[src/rtl/alu_bist.sv]
// alu_bist: built-in self-test controller for the single-cycle CPU ALU.
// Sweeps NUM_VECTORS operand pairs through all 8 ALU ops, checks the ALU's
// result and zero flag against an internal golden model and reports a
// pass/fail summary. The datapath hands the ALU inputs over while busy=1.
// Optional build macro: ALU_BIST_STOP_ON_FAIL_EN (end the run on the first
// failing check, holding the failing stimulus on a/b/ALU_control).
//
// state  | meaning
// IDLE   | waiting for start after reset
// LOAD   | a/b/ALU_control just updated for the current check
// SETTLE | waiting SETTLE_CYCLES for the combinational ALU to settle
// CHECK  | compare ALU outputs; result recorded on the exit edge
// DONE   | run finished, summary outputs valid until next start
module alu_bist #(
  parameter int          NUM_VECTORS   = 16,
  parameter int          SETTLE_CYCLES = 1,
  parameter logic [31:0] SEED          = 32'hACE1_0001
) (
  input  logic        clk,
  input  logic        rst_n,
  input  logic        start,
  input  logic [31:0] ALU_result,
  input  logic        zero_flag,
  output logic [31:0] a,
  output logic [31:0] b,
  output logic [3:0]  ALU_control,
  output logic        busy,
  output logic        done,
  output logic        pass,
  output logic [15:0] fail_count,
  output logic [15:0] first_fail_index
);

  localparam logic [2:0] ST_IDLE   = 3'd0;
  localparam logic [2:0] ST_LOAD   = 3'd1;
  localparam logic [2:0] ST_SETTLE = 3'd2;
  localparam logic [2:0] ST_CHECK  = 3'd3;
  localparam logic [2:0] ST_DONE   = 3'd4;

  localparam logic [3:0] OP_AND = 4'b0000;
  localparam logic [3:0] OP_OR  = 4'b0001;
  localparam logic [3:0] OP_ADD = 4'b0011;
  localparam logic [3:0] OP_SUB = 4'b0100;
  localparam logic [3:0] OP_XOR = 4'b0101;
  localparam logic [3:0] OP_SLL = 4'b0110;
  localparam logic [3:0] OP_SRL = 4'b0111;
  localparam logic [3:0] OP_SLT = 4'b1000;

  localparam logic [31:0] LFSR_MASK   = 32'h8020_0003;
  localparam logic [15:0] LAST_VEC    = 16'(NUM_VECTORS - 1);
  localparam logic [15:0] SETTLE_LOAD = 16'(SETTLE_CYCLES - 1);
  localparam logic [15:0] NO_FAIL     = 16'hFFFF;

`ifdef ALU_BIST_STOP_ON_FAIL_EN
  localparam logic STOP_ON_FAIL = 1'b1;
`else
  localparam logic STOP_ON_FAIL = 1'b0;
`endif

  logic [2:0]  r_state;
  logic [31:0] r_a;
  logic [31:0] r_b;
  logic [3:0]  r_ctrl;
  logic [31:0] r_lfsr;
  logic [15:0] r_vec;
  logic [2:0]  r_op;
  logic [15:0] r_settle_cnt;
  logic [15:0] r_fail_count;
  logic [15:0] r_first_fail;

  logic [31:0] w_expected;
  logic        w_fail;
  logic        w_accept;
  logic        w_check_fail;
  logic        w_last_check;
  logic [31:0] w_lfsr_2;
  logic [31:0] w_lfsr_3;
  logic [15:0] w_check_index;

  function automatic logic [3:0] op_code(input logic [2:0] idx);
    case (idx)
      3'd0:    return OP_AND;
      3'd1:    return OP_OR;
      3'd2:    return OP_ADD;
      3'd3:    return OP_SUB;
      3'd4:    return OP_XOR;
      3'd5:    return OP_SLL;
      3'd6:    return OP_SRL;
      default: return OP_SLT;
    endcase
  endfunction

  function automatic logic [31:0] lfsr_step(input logic [31:0] s);
    return (s >> 1) ^ (s[0] ? LFSR_MASK : 32'd0);
  endfunction

  // next vector's operands: the LFSR moves two steps per vector, b is one step ahead of a
  assign w_lfsr_2 = lfsr_step(lfsr_step(r_lfsr));
  assign w_lfsr_3 = lfsr_step(w_lfsr_2);

  assign w_accept      = start && ((r_state == ST_IDLE) || (r_state == ST_DONE));
  assign w_last_check  = (r_vec == LAST_VEC) && (r_op == 3'd7);
  assign w_check_index = {r_vec[12:0], r_op};
  assign w_check_fail  = (r_state == ST_CHECK) && w_fail;

  // golden ALU model evaluated on the registered stimulus
  always_comb begin
    w_expected = 32'd0;
    case (r_ctrl)
      OP_AND:  w_expected = r_a & r_b;
      OP_OR:   w_expected = r_a | r_b;
      OP_ADD:  w_expected = r_a + r_b;
      OP_SUB:  w_expected = r_a - r_b;
      OP_XOR:  w_expected = r_a ^ r_b;
      OP_SLL:  w_expected = r_a << r_b[4:0];
      OP_SRL:  w_expected = r_a >> r_b[4:0];
      OP_SLT:  w_expected = {31'd0, ($signed(r_a) < $signed(r_b))};
      default: w_expected = 32'd0;
    endcase
  end

  assign w_fail = (ALU_result != w_expected) || (zero_flag != (w_expected == 32'd0));

  // sequencing FSM, stimulus registers and LFSR
  always_ff @(posedge clk or negedge rst_n) begin
    if (!rst_n) begin
      r_state      <= ST_IDLE;
      r_a          <= 32'd0;
      r_b          <= 32'd0;
      r_ctrl       <= OP_AND;
      r_lfsr       <= SEED;
      r_vec        <= 16'd0;
      r_op         <= 3'd0;
      r_settle_cnt <= 16'd0;
    end else begin
      case (r_state)
        ST_IDLE, ST_DONE: begin
          if (start) begin
            r_state <= ST_LOAD;
            r_a     <= 32'd0;
            r_b     <= 32'd0;
            r_ctrl  <= OP_AND;
            r_lfsr  <= SEED;
            r_vec   <= 16'd0;
            r_op    <= 3'd0;
          end
        end
        ST_LOAD: begin
          r_state      <= ST_SETTLE;
          r_settle_cnt <= SETTLE_LOAD;
        end
        ST_SETTLE: begin
          if (r_settle_cnt == 16'd0) begin
            r_state <= ST_CHECK;
          end else begin
            r_settle_cnt <= r_settle_cnt - 16'd1;
          end
        end
        ST_CHECK: begin
          if (w_last_check || (STOP_ON_FAIL && w_fail)) begin
            r_state <= ST_DONE;
          end else begin
            r_state <= ST_LOAD;
            if (r_op == 3'd7) begin
              r_vec  <= r_vec + 16'd1;
              r_op   <= 3'd0;
              r_lfsr <= w_lfsr_2;
              r_a    <= w_lfsr_2;
              r_b    <= w_lfsr_3;
              r_ctrl <= op_code(3'd0);
            end else begin
              r_op   <= r_op + 3'd1;
              r_ctrl <= op_code(r_op + 3'd1);
            end
          end
        end
        default: r_state <= ST_IDLE;
      endcase
    end
  end

  // failure bookkeeping: cleared on an accepted start, updated on the CHECK exit edge
  always_ff @(posedge clk or negedge rst_n) begin
    if (!rst_n) begin
      r_fail_count <= 16'd0;
      r_first_fail <= NO_FAIL;
    end else if (w_accept) begin
      r_fail_count <= 16'd0;
      r_first_fail <= NO_FAIL;
    end else if (w_check_fail) begin
      if (r_fail_count != 16'hFFFF) begin
        r_fail_count <= r_fail_count + 16'd1;
      end
      if (r_first_fail == NO_FAIL) begin
        r_first_fail <= w_check_index;
      end
    end
  end

  assign a                = r_a;
  assign b                = r_b;
  assign ALU_control      = r_ctrl;
  assign busy             = (r_state == ST_LOAD) || (r_state == ST_SETTLE) || (r_state == ST_CHECK);
  assign done             = (r_state == ST_DONE);
  assign pass             = done && (r_fail_count == 16'd0);
  assign fail_count       = r_fail_count;
  assign first_fail_index = r_first_fail;

endmodule

[config.mk]
export PLATFORM = sky130hd
export DESIGN_NAME = alu_bist
export DESIGN_NICKNAME = d
export VERILOG_FILES = /design/src/rtl/alu_bist.sv
export SDC_FILE = /design/constraint.sdc
export NUM_CORES = 1
export LEC_CHECK = 0
export BUFFER_PORTS_ARGS = -buffer_cell sky130_fd_sc_hd__buf_2
export CORE_ASPECT_RATIO = 1.75
export CORE_MARGIN = 5
export CORE_UTILIZATION = 45
export CTS_CLUSTER_SIZE = 10
export DETAILED_ROUTE_END_ITERATION = 6
export GPL_TIMING_DRIVEN = 0
export MAX_ROUTING_LAYER = met4
export PLACE_DENSITY = 0.63
export SLEW_MARGIN = 20
export SYNTH_ARGS = -nofsm -noshare
export SYNTH_HDL_FRONTEND = slang
export SYNTH_SLANG_ARGS = --single-unit
[constraint.sdc]
create_clock -name clk -period 5.5 [get_ports clk]
set_input_delay 0.275 -clock clk [delete_from_list [all_inputs] [get_ports clk]]
set_output_delay 0.275 -clock clk [all_outputs]
set_load 0.01 [all_outputs]
Yosys cells after proc, flatten, opt, wreduce, memory -nomap -nowiden --
Cells that the tools add are included.
Cells by class: add/sub/neg operators 6, magnitude comparators 1, eq/ne operators 28, shift operators 2, muxes and demuxes 38, bitwise logic cells 6, reductions and logical operators 26
Operators with widths (count):
- $mux 32 | 9
- $pmux 32 s8 | 1
- $pmux 32 s2 | 3
- $mux 16 | 10
- $xor 31x32->32 | 3
- $pmux 16 s2 | 2
- $add 16x1->16 const B | 2
- $add 32x32->32 | 1
- $and 32x32->32 | 1
- $logic_not 16->1 | 2
- $logic_not 32->1 | 1
- $lt 32x32->1 | 1
- $ne 32x32->1 | 1
- $or 32x32->32 | 1
- $shl 32x5->32 | 1
- $shr 32x5->32 | 1
- $sub 32x32->32 | 1
- $xor 32x32->32 | 1
- $pmux 4 s7 | 1
- $mux 3 | 6
- $eq 16x16->1 const B | 1
- $eq 16x4->1 const B | 1
- $eq 4x3->1 const B | 4
- $ne 16x16->1 const B | 1
- 23 further kinds | 51
Word-level totals: register bits after elaboration 170, input bits 36, output and inout port bits 103, logic and storage cells 117

Longest topological paths before layout --
Gate-level depths: netlist of run 1.
depth after elaboration 9, depth in mapped cells 23, mapped depth without buffers 16

Worst setup path after synthesis of run 1 --
OpenSTA, ideal clock, no wires.
path kind reg2reg, start reg r_a[3] (netlist: a[3]), end reg r_fail_count[1] (netlist: fail_count[1]), library setup time 0.127 ns, arrival time 4.862 ns, data required time 5.373 ns, slack 0.510 ns, stages on the path, launching flop included 22, path buffers 6, clock period less this slack 4.990 ns, cells stage by stage dfrtp_1 -> buf_4 -> buf_6 -> inv_1 -> buf_2 -> buf_2 -> buf_2 -> ha_1 -> buf_2 -> nand2_1 -> a211o_1 -> a31oi_1 -> o31ai_1 -> a2111oi_0 -> or3_1 -> a211oi_1 -> a311oi_1 -> and3_1 -> nand4_1 -> a2111oi_4 -> or2_2 -> mux2_1
On the way: cells in the longest elaborated chain, start to end 8, elaborated cells on any way between the ends 16, classes of those cells add/sub: 2; order compare: 1; eq/ne: 2; shift: 2; mux: 1; bitwise: 3; reduce/logical: 5
RTL lines:
- start, declared | RTL line 61 | logic [31:0] r_a;
- start signal, assigned | RTL line 168 | r_a <= w_lfsr_2;
- $sub 32x32->32, or another cell as far along | RTL line 113 | OP_SUB: w_expected = r_a - r_b;
- $pmux 32 s8 (*) | RTL line 109 | case (r_ctrl)
- $logic_not 32->1 | RTL line 122 | assign w_fail = (ALU_result != w_expected) || (zero_flag != (w_expected == 32'd0));
- $ne 1x1->1 | RTL line 122
- $logic_or 1x1->1 (*) | RTL line 122
- $logic_and 1x1->1 (*) | RTL line 104 | assign w_check_fail = (r_state == ST_CHECK) && w_fail;
- $reduce_bool 2->1 (no line) (*)
- $reduce_and 2->1 (no line) (*)
- end signal, assigned | RTL line 192 | r_fail_count <= r_fail_count + 16'd1;
- end, declared | RTL line 68 | logic [15:0] r_fail_count;
Every way passes the cells marked *; elsewhere a longest branch is shown, timed or not. A chain may end at the register's enable or synchronous reset.

Worst setup path after layout of run 1 --
start reg r_a[9] (netlist: a[9]), end reg r_fail_count[6] (netlist: fail_count[6])
The elaborated chain is that of the path after synthesis.

==> results.cfg, run 1 <==
[floorplan]
core_area_mm2 = 0.0369
rows = 93
start_util = 0.455
io_pins = 139
die_h_um = 265
chipWidth_um = 156
die-area_mm2 = 0.0414

[drt]
vias_per_cell = 7.30
wl_per_cell_um = 35.6
detail_route.drc_violations = 0
vias = 20975
drt-total-wl_um = 102000
first_iter_violations = 2699
wl_met2_um = 47500
drt.antenna.violating_nets = 0
wl_met1_um = 29800
dr.pass1.iters = 7
wl_met3_um = 10400
dr.max_layer_used = met4

[clock_tree]
cts-root-buf = clkbuf_16
cts_inserted_buffers = 17
clock_path_buffers = 2
htree_levels = 4
cts_sinks = 118
cts_tree = built
worst_skew_pair.late_latency_ns = 0.43
clk_pin_slew_worst_paths_ns = 0.06

[yosys]
synthMostInstantiatedCell = nand2_1
yosysTopAreaCellShare = 0.139
synthCells = 2149
synth_largest_area_cell = dfrtp_1
ys.flop_type = dfrtp_1
synth_edf_count = 0
ys_ff_latch = 118
synth_area_leaders = dfrtp_1, ha_1, mux4_2
synth.distinct_cells = 96
ys_seq_area_frac = 0.178
syn-cell-area_mm2 = 0.0168
postSynthAreaPerCell_um2 = 7.81
synthTopCellsByCount = nand2_1, nor2_1, a21oi_1, o21ai_0, ha_1
synth_fp_nets = 2293
yosysWarnings = 0
async_reset_ff_frac = 1.00

[critical_path]
crit_path_start_kind = register
cp_data_arrival_time_ns = 5.77
path_buf_inv = 6
cp-end-kind = register
crit_path_frequent_cell = buf_6
critPathSlowestCell = ha_1
cp_top_family = compound AO/OA/AOI/OAI gates
cp.required_ns = 5.84
crit_chain = clkbuf_4 -> inv_1 -> ha_1 -> buf_2 -> nand2_1 -> o22ai_2 -> a32oi_2 -> a31o_2 -> a31oi_4 -> o211ai_1 -> nand4bb_4 -> nor4_4 -> and4_4 -> nand4_1 -> a2111oi_4 -> buf_6 -> buf_8 -> buf_6 -> o31ai_1 -> a21oi_1
critical_path_class = register to register
crit_fanout = 10
slowest_delay_ns = 0.43

[power_and_ir_drop]
power_leakage_nw = 8.23
p_clk_frac = 0.065
seqPwrFrac = 0.103
ir_drop_v = 0.000447
pwr-share-comb = 0.832
switching_share = 0.599
power_density_mw_per_mm2 = 808
p_int_w = 0.00660
switchingPower_w = 0.00989

[grt]
grt_max_degree = 83
grt_overflow = 0
grt_pass1_wl_um = 147000
track_usage = 0.501
grt_antenna_before_repair = 6
grt_pass1_vias = 20578

[placed_design]
dp_slack_ns = -2.36
io_buffers = 138
routabilityCongestion = 1.19
hpwl_um = 79100

[timing]
setup_viol = 0
post-route-period-util = 0.988
setup_ws_ns = 0.0644
finClkSkew_ns = 0.0106
hold_viol = 0
drv_slew = 0
fmax_mhz = 184
finalCriticalPeriod_ns = 5.44
final.setup.tns_ns = 0
maxSlewHeadroom = 0.249
worst_pin_slew_ns = 1.12

[worst_hold_path]
holdCritPathClass = input port to register

[layout]
syn2layout_area_growth_pct = 21.6
drive_above_1_share = 0.286
nets = 2524

[outcome]
status = finished, final reports clean

[run]
maxCapViolCount = 0
-- repair_timing --
| item | 4_1_cts | 5_1_grt |
|---|---|---|
| resized for setup | 152 | 167 |
| endpoints found under the hold margin | 28 | 0 |
| setup buffers | 20 | 55 |
| hold buffers | 1 | 0 |
| pin swaps | 21 | 29 |
| setup endpoints to repair | 32 | 32 |
-- area by class of cell --
cell class | count | area [um^2]
plain buffers | 213 | 1400
inverters | 107 | 420
diodes | 7 | 17.5
fillers | 3508 | 16500
well taps | 475 | 594
clock buffers | 20 | 457
clock inverters | 11 | 101
flip-flops and latches | 118 | 3020
repair buffers | 222 | 1370
multi-input cells | 1701 | 13000
-- flip-flops by register name (all words and copies together), names as in the netlist --
name,flops
a,31
fail_count,16
first_fail_index,16
r_settle_cnt,16
r_vec,16
r_lfsr,9
ALU_control,4
b,4
r_op,3
r_state,3
-- through the flow --
stage          hold WS [ns]  cells  total power, W  utilization  cell area (um^2)
5_1_grt               0.105   2874          0.0170        0.553             20400
3_3_place_gp          0.445   2762          0.0128        0.490             18100
4_1_cts              0.0737   2812          0.0148        0.526             19400
2_1_floorplan       -0.0206   2149         0.00859            -             16800
6_report             0.0828   2874          0.0165        0.553             20400
3_5_place_dp          0.198   2766          0.0129        0.493             18200
-- worst register-to-register path: stages, from the launching register on --
cell and delay [ns]:
dfrtp_2 0.42, clkbuf_4 0.25, inv_1 0.18, ha_1 0.43, buf_2 0.31, nand2_1 0.25
o22ai_2 0.41, a32oi_2 0.21, a31o_2 0.33, a31oi_4 0.22, o211ai_1 0.22, nand4bb_4 0.29
nor4_4 0.29, and4_4 0.29, nand4_1 0.14, a2111oi_4 0.33, buf_6 0.20, buf_8 0.15
buf_6 0.15, o31ai_1 0.09, a21oi_1 0.18
-- power groups by stage --
stage / Sequential (W) / Combinational, W / Clock, W
finish: 0.00170 / 0.0137 / 0.00107
detailed placement: 0.00171 / 0.0112 / 0
floorplan: 0.00150 / 0.00709 / 0
global placement: 0.00171 / 0.0111 / 0
CTS: 0.00172 / 0.0120 / 0.00108
global route: 0.00170 / 0.0142 / 0.00113
-- per-layer routing --
layer	vias to the layer above	track usage
met4	0	0.522
met2	1844	0.779
li1	8474	-
met3	870	0.161
met1	9787	0.461
met5	-	-
-- final timing paths --
kind / slack (ns) / end / from / cells after the start
worst max-delay path: 0.06 / fail_count[6] / a[9] / 20
worst min-delay path: 0.08 / r_state[2] / start / 2
worst max register to register: 0.06 / fail_count[6] / a[9] / 20
worst min register to register: 0.46 / r_lfsr[27] / r_lfsr[27] / 2
max in group asynchronous: 4.38 / a[0] / rst_n / 3
min in group asynchronous: 0.33 / fail_count[11] / rst_n / 2
-- placed cells by master, fill, tap and decap left out, drive strengths merged, types with 10 or more instances in the layout --
cell,count
buf,341
nand2,193
nor2,174
o21ai,130
a21oi,125
clkbuf,113
ha,106
inv,104
dfrtp,93
nand3,86
mux2i,70
mux4,51
nor3,51
xnor2,47
o211ai,39
nor4,39
nand4,33
xor2,32
nor2b,32
a22oi,29
o31ai,26
dfstp,25
mux2,25
a211oi,25
a31oi,24
or3,22
nand2b,22
o41ai,20
o22ai,19
and3,18
and2,17
a221oi,17
or4,16
o221ai,16
a2111oi,13
or2,12
a21o,10
o311ai,10
-- cells by family after synthesis --
| kind of cell | count (synthesis) | share of synthesized area |
|---|---|---|
| flip-flops | 118 | 0.178 |
| AND/OR/NAND/NOR | 755 | 0.224 |
| buffers and inverters | 330 | 0.0962 |
| adder cells (fa/ha/maj) | 108 | 0.0814 |
| XOR/XNOR | 79 | 0.0412 |
| multiplexers | 146 | 0.127 |
| AO/OA/AOI/OAI | 613 | 0.252 |
Note: power is estimated with default switching activity, not from simulation.
==> inputs of run 2 (changes only) <==
- CORE_UTILIZATION: 45 -> 50
- PLACE_DENSITY: 0.63 -> 0.69
==> results.cfg, run 2 <==
[outcome]
status = did not finish
haltStage = global routing (5_1_grt)
tool.error = [ERROR GRT-0116] Global routing finished with congestion. Check the congestion regions in the DRC Viewer.

[placed_design]
dp_slack_ns = -2.16
hpwl_um = 76900
io_buffers = 138
routabilityCongestion = 1.26

[yosys]
ys_seq_area_frac = 0.178
synth_area_leaders = dfrtp_1, ha_1, mux4_2
synthTopCellsByCount = nand2_1, nor2_1, a21oi_1, o21ai_0, ha_1
yosysTopAreaCellShare = 0.139
synthMuxAreaShare = 0.127
synth.distinct_cells = 96
synth_top_family_by_area = compound AO/OA/AOI/OAI gates
synth_edf_count = 0
synthMostInstantiatedCell = nand2_1
synth_compound_area_frac = 0.252
synthXorXnorAreaFrac = 0.0412
synth-simple-area-share = 0.224
yosysWarnings = 0
syn-cell-area_mm2 = 0.0168
ys.flop_type = dfrtp_1
ys_ff_latch = 118
synthCells = 2149
synth_fp_nets = 2293
synthAdderAreaFrac = 0.0814
synth_largest_area_cell = dfrtp_1
async_reset_ff_frac = 1.00
postSynthAreaPerCell_um2 = 7.81

[clock_tree]
cts-root-buf = clkbuf_16
htree_levels = 4
cts_inserted_buffers = 17
clock_path_buffers = 2
cts_sinks = 118

[grt]
track_usage = 0.576
grt_max_degree = 80
grt_pass1_vias = 22170
grt_overflow = 18
grt_pass1_wl_um = 155000

[floorplan]
io_pins = 139
start_util = 0.508
die_h_um = 252
rows = 88
chipWidth_um = 148
==> run 2: cell counts after synthesis <==
No cell type changed its count.
==> run 2: cell families after synthesis <==
group | count (synthesis)
compound gates | 613
xor+xnor | 79
fa+ha+maj | 108
buf+inv | 330
flops | 118
mux | 146
simple gates | 755
==> run 2: per-layer routing <==
layer	GRT overflow	track usage
met1	0	0.536
met3	0	0.264
met2	7	0.833
met5	-	-
met4	11	0.607
==> run 2: repair_timing <==
| item | CTS |
|---|---|
| hold buffers | 1 |
| pin swaps | 21 |
| gates resized for setup | 156 |
| endpoints found under the hold margin | 31 |
| setup endpoints to repair | 32 |
| buffers inserted | 16 |
==> run 2: stage by stage <==
| stage | area [um^2] | TNS [ns] | cells | hold WS [ns] |
|---|---|---|---|---|
| floorplan | 16800 | 0 | 2149 | -0.0206 |
| CTS | 19400 | 0 | 2740 | 0.0883 |
| detailed placement | 18100 | -66.80 | 2695 | 0.206 |
| global placement | 18000 | -63.21 | 2692 | 0.443 |
==> inputs of run 3 (changes only) <==
- CORE_ASPECT_RATIO: 1.75 -> not set
- CORE_UTILIZATION: 50 -> 35
- CTS_CLUSTER_SIZE: 10 -> not set
- MAX_ROUTING_LAYER: met4 -> not set
- PLACE_DENSITY: 0.69 -> not set
- PLACE_DENSITY_LB_ADDON: not set -> 0.15
==> results.cfg, run 3 (synthesized netlist as in run 1, its figures left out) <==
[floorplan]
io_pins = 139
core_area_mm2 = 0.0475
die_h_um = 229
start_util = 0.353
rows = 80
die-area_mm2 = 0.0524
chipWidth_um = 229

[grt]
track_usage = 0.367
grt_antenna_before_repair = 10
grt_pass1_vias = 19050
grt_pass1_wl_um = 141000
grt_overflow = 0
grt_max_degree = 69

[critical_path]
r2r_setup_slack_ns = 0.03
cp-startpoint = b[1]
cp-end-kind = register
critical_path.endpoint = fail_count[8]
critPathSlowestCell = mux2i_2
critical_path_class = register to register
crit_chain = buf_4 -> buf_6 -> buf_2 -> mux2i_1 -> mux2i_2 -> o22ai_1 -> nor3_1 -> a2111oi_4 -> o211ai_1 -> nand4b_1 -> nor4_1 -> and4_2 -> a31o_2 -> a2111oi_4 -> buf_4 -> buf_8 -> buf_8 -> o31ai_1 -> a21oi_1
r2r_start = b[1]
crit_fanout = 10
r2r-end = fail_count[8]
crit_path_start_kind = register
cp.required_ns = 5.88
slowest_delay_ns = 0.78
cp_data_arrival_time_ns = 5.85
r2r_cells = 19

[power_and_ir_drop]
power_leakage_nw = 8.17
power_density_mw_per_mm2 = 785
ir_drop_v = 0.000273
power.total_w = 0.0160

[layout]
stdcell_count = 2994
mostFrequentLayoutCell = nand2_1
fin_area_mm2 = 0.0204
nets = 2507
nFillCells = 4902
drive_above_1_share = 0.277
regArea_mm2 = 0.00302
largest_reg_flops = 31
layout_common_cells = nand2_1, nor2_1, buf_2
multi_input_area_mm2 = 0.0130
syn2layout_area_growth_pct = 21.6

[drt]
dr.pass1.iters = 6
vias_per_cell = 6.71
drt.antenna.violating_nets = 0
wl_met1_um = 41100
wl_per_cell_um = 33.8
dr.max_layer_used = met5
vias = 20096
wl_met2_um = 43900
first_iter_violations = 2513
detail_route.drc_violations = 0
drt-total-wl_um = 101000
wl_met3_um = 10200

[clock_tree]
worst_skew_pair.late_latency_ns = 0.47
htree_levels = 4
cts_tree = built
clock_path_buffers = 2
cts-root-buf = clkbuf_16
clk_pin_slew_worst_paths_ns = 0.08
cts_sinks = 118
cts_inserted_buffers = 17

[placed_design]
hpwl_um = 78800
dpl.cell_count = 2906
dp_slack_ns = -2.26
routabilityCongestion = 1.07
placed_area_mm2 = 0.0183
io_buffers = 138

[outcome]
status = finished, final reports clean

[timing]
rsz0062_at_grt = true
drv_slew = 0
maxSlewHeadroom = 0.308
post-route-period-util = 0.995
final.setup.tns_ns = 0
fmax_mhz = 183
setup_viol = 0
hold_viol = 0
worst_pin_slew_ns = 1.03
finClkSkew_ns = 0.0220
finalCriticalPeriod_ns = 5.47
setup_ws_ns = 0.0280

[worst_hold_path]
min_from = start
holdCritPathClass = input port to register

[run]
maxCapViolCount = 0
## run 3: routing by layer
metal	up-vias	GRT usage
met5	-	0.00643
met4	12	0.165
met3	311	0.108
met2	1327	0.562
met1	9996	0.480
li1	8450	-
## run 3: cell type report
type / instances / area share
multi-input cells: 1701 / 0.635
flip-flops and latches: 118 / 0.148
plain buffers: 218 / 0.0703
repair buffers: 200 / 0.0582
well taps: 615 / 0.0377
clock buffers: 17 / 0.0208
inverters: 107 / 0.0199
clock inverters: 15 / 0.00944
diodes: 3 / 0.000368
## run 3: power breakdown
group	internal, W	total [W]	leakage [nW]	switching [W]
combinational	0.00461	0.0131	6.38	0.00850
clock	0.000723	0.00122	0.306	0.000499
sequential	0.00118	0.00169	1.49	0.000506
## run 3: repair_timing
item / 4_1_cts / 5_1_grt
resized for setup: 174 / 125
setup buffers: 21 / 36
endpoints found under the hold margin: 47 / 0
hold buffers: 1 / 0
pin swaps: 19 / 26
gates cloned: 0 / 0
setup endpoints to repair: 32 / 32
## run 3: worst min path at each step
stage	cells after the start	endpoint	slack (ns)
after floorplan	0	ALU_control[0]	-0.02
after global placement	2	r_lfsr[27]	0.44
after detailed placement	1	fail_count[4]	0.27
after CTS	2	r_state[2]	0.03
after global routing	2	r_state[2]	0.06
final	2	r_state[2]	0.04
## run 3: worst max-delay path, delay by kind of cell (launching register included)
family / cells / cell delay [ns]
compound gates: 7 / 1.36
flops: 1 / 0.44
buf+inv: 6 / 1.39
simple gates: 4 / 1.26
mux: 2 / 0.92
## run 3: metrics by stage
stage	hold WS, ns	utilization
floorplan	-0.0206	-
global placement	0.444	0.384
detailed placement	0.272	0.386
CTS	0.0291	0.414
global route	0.0616	0.429
finish	0.0411	0.429
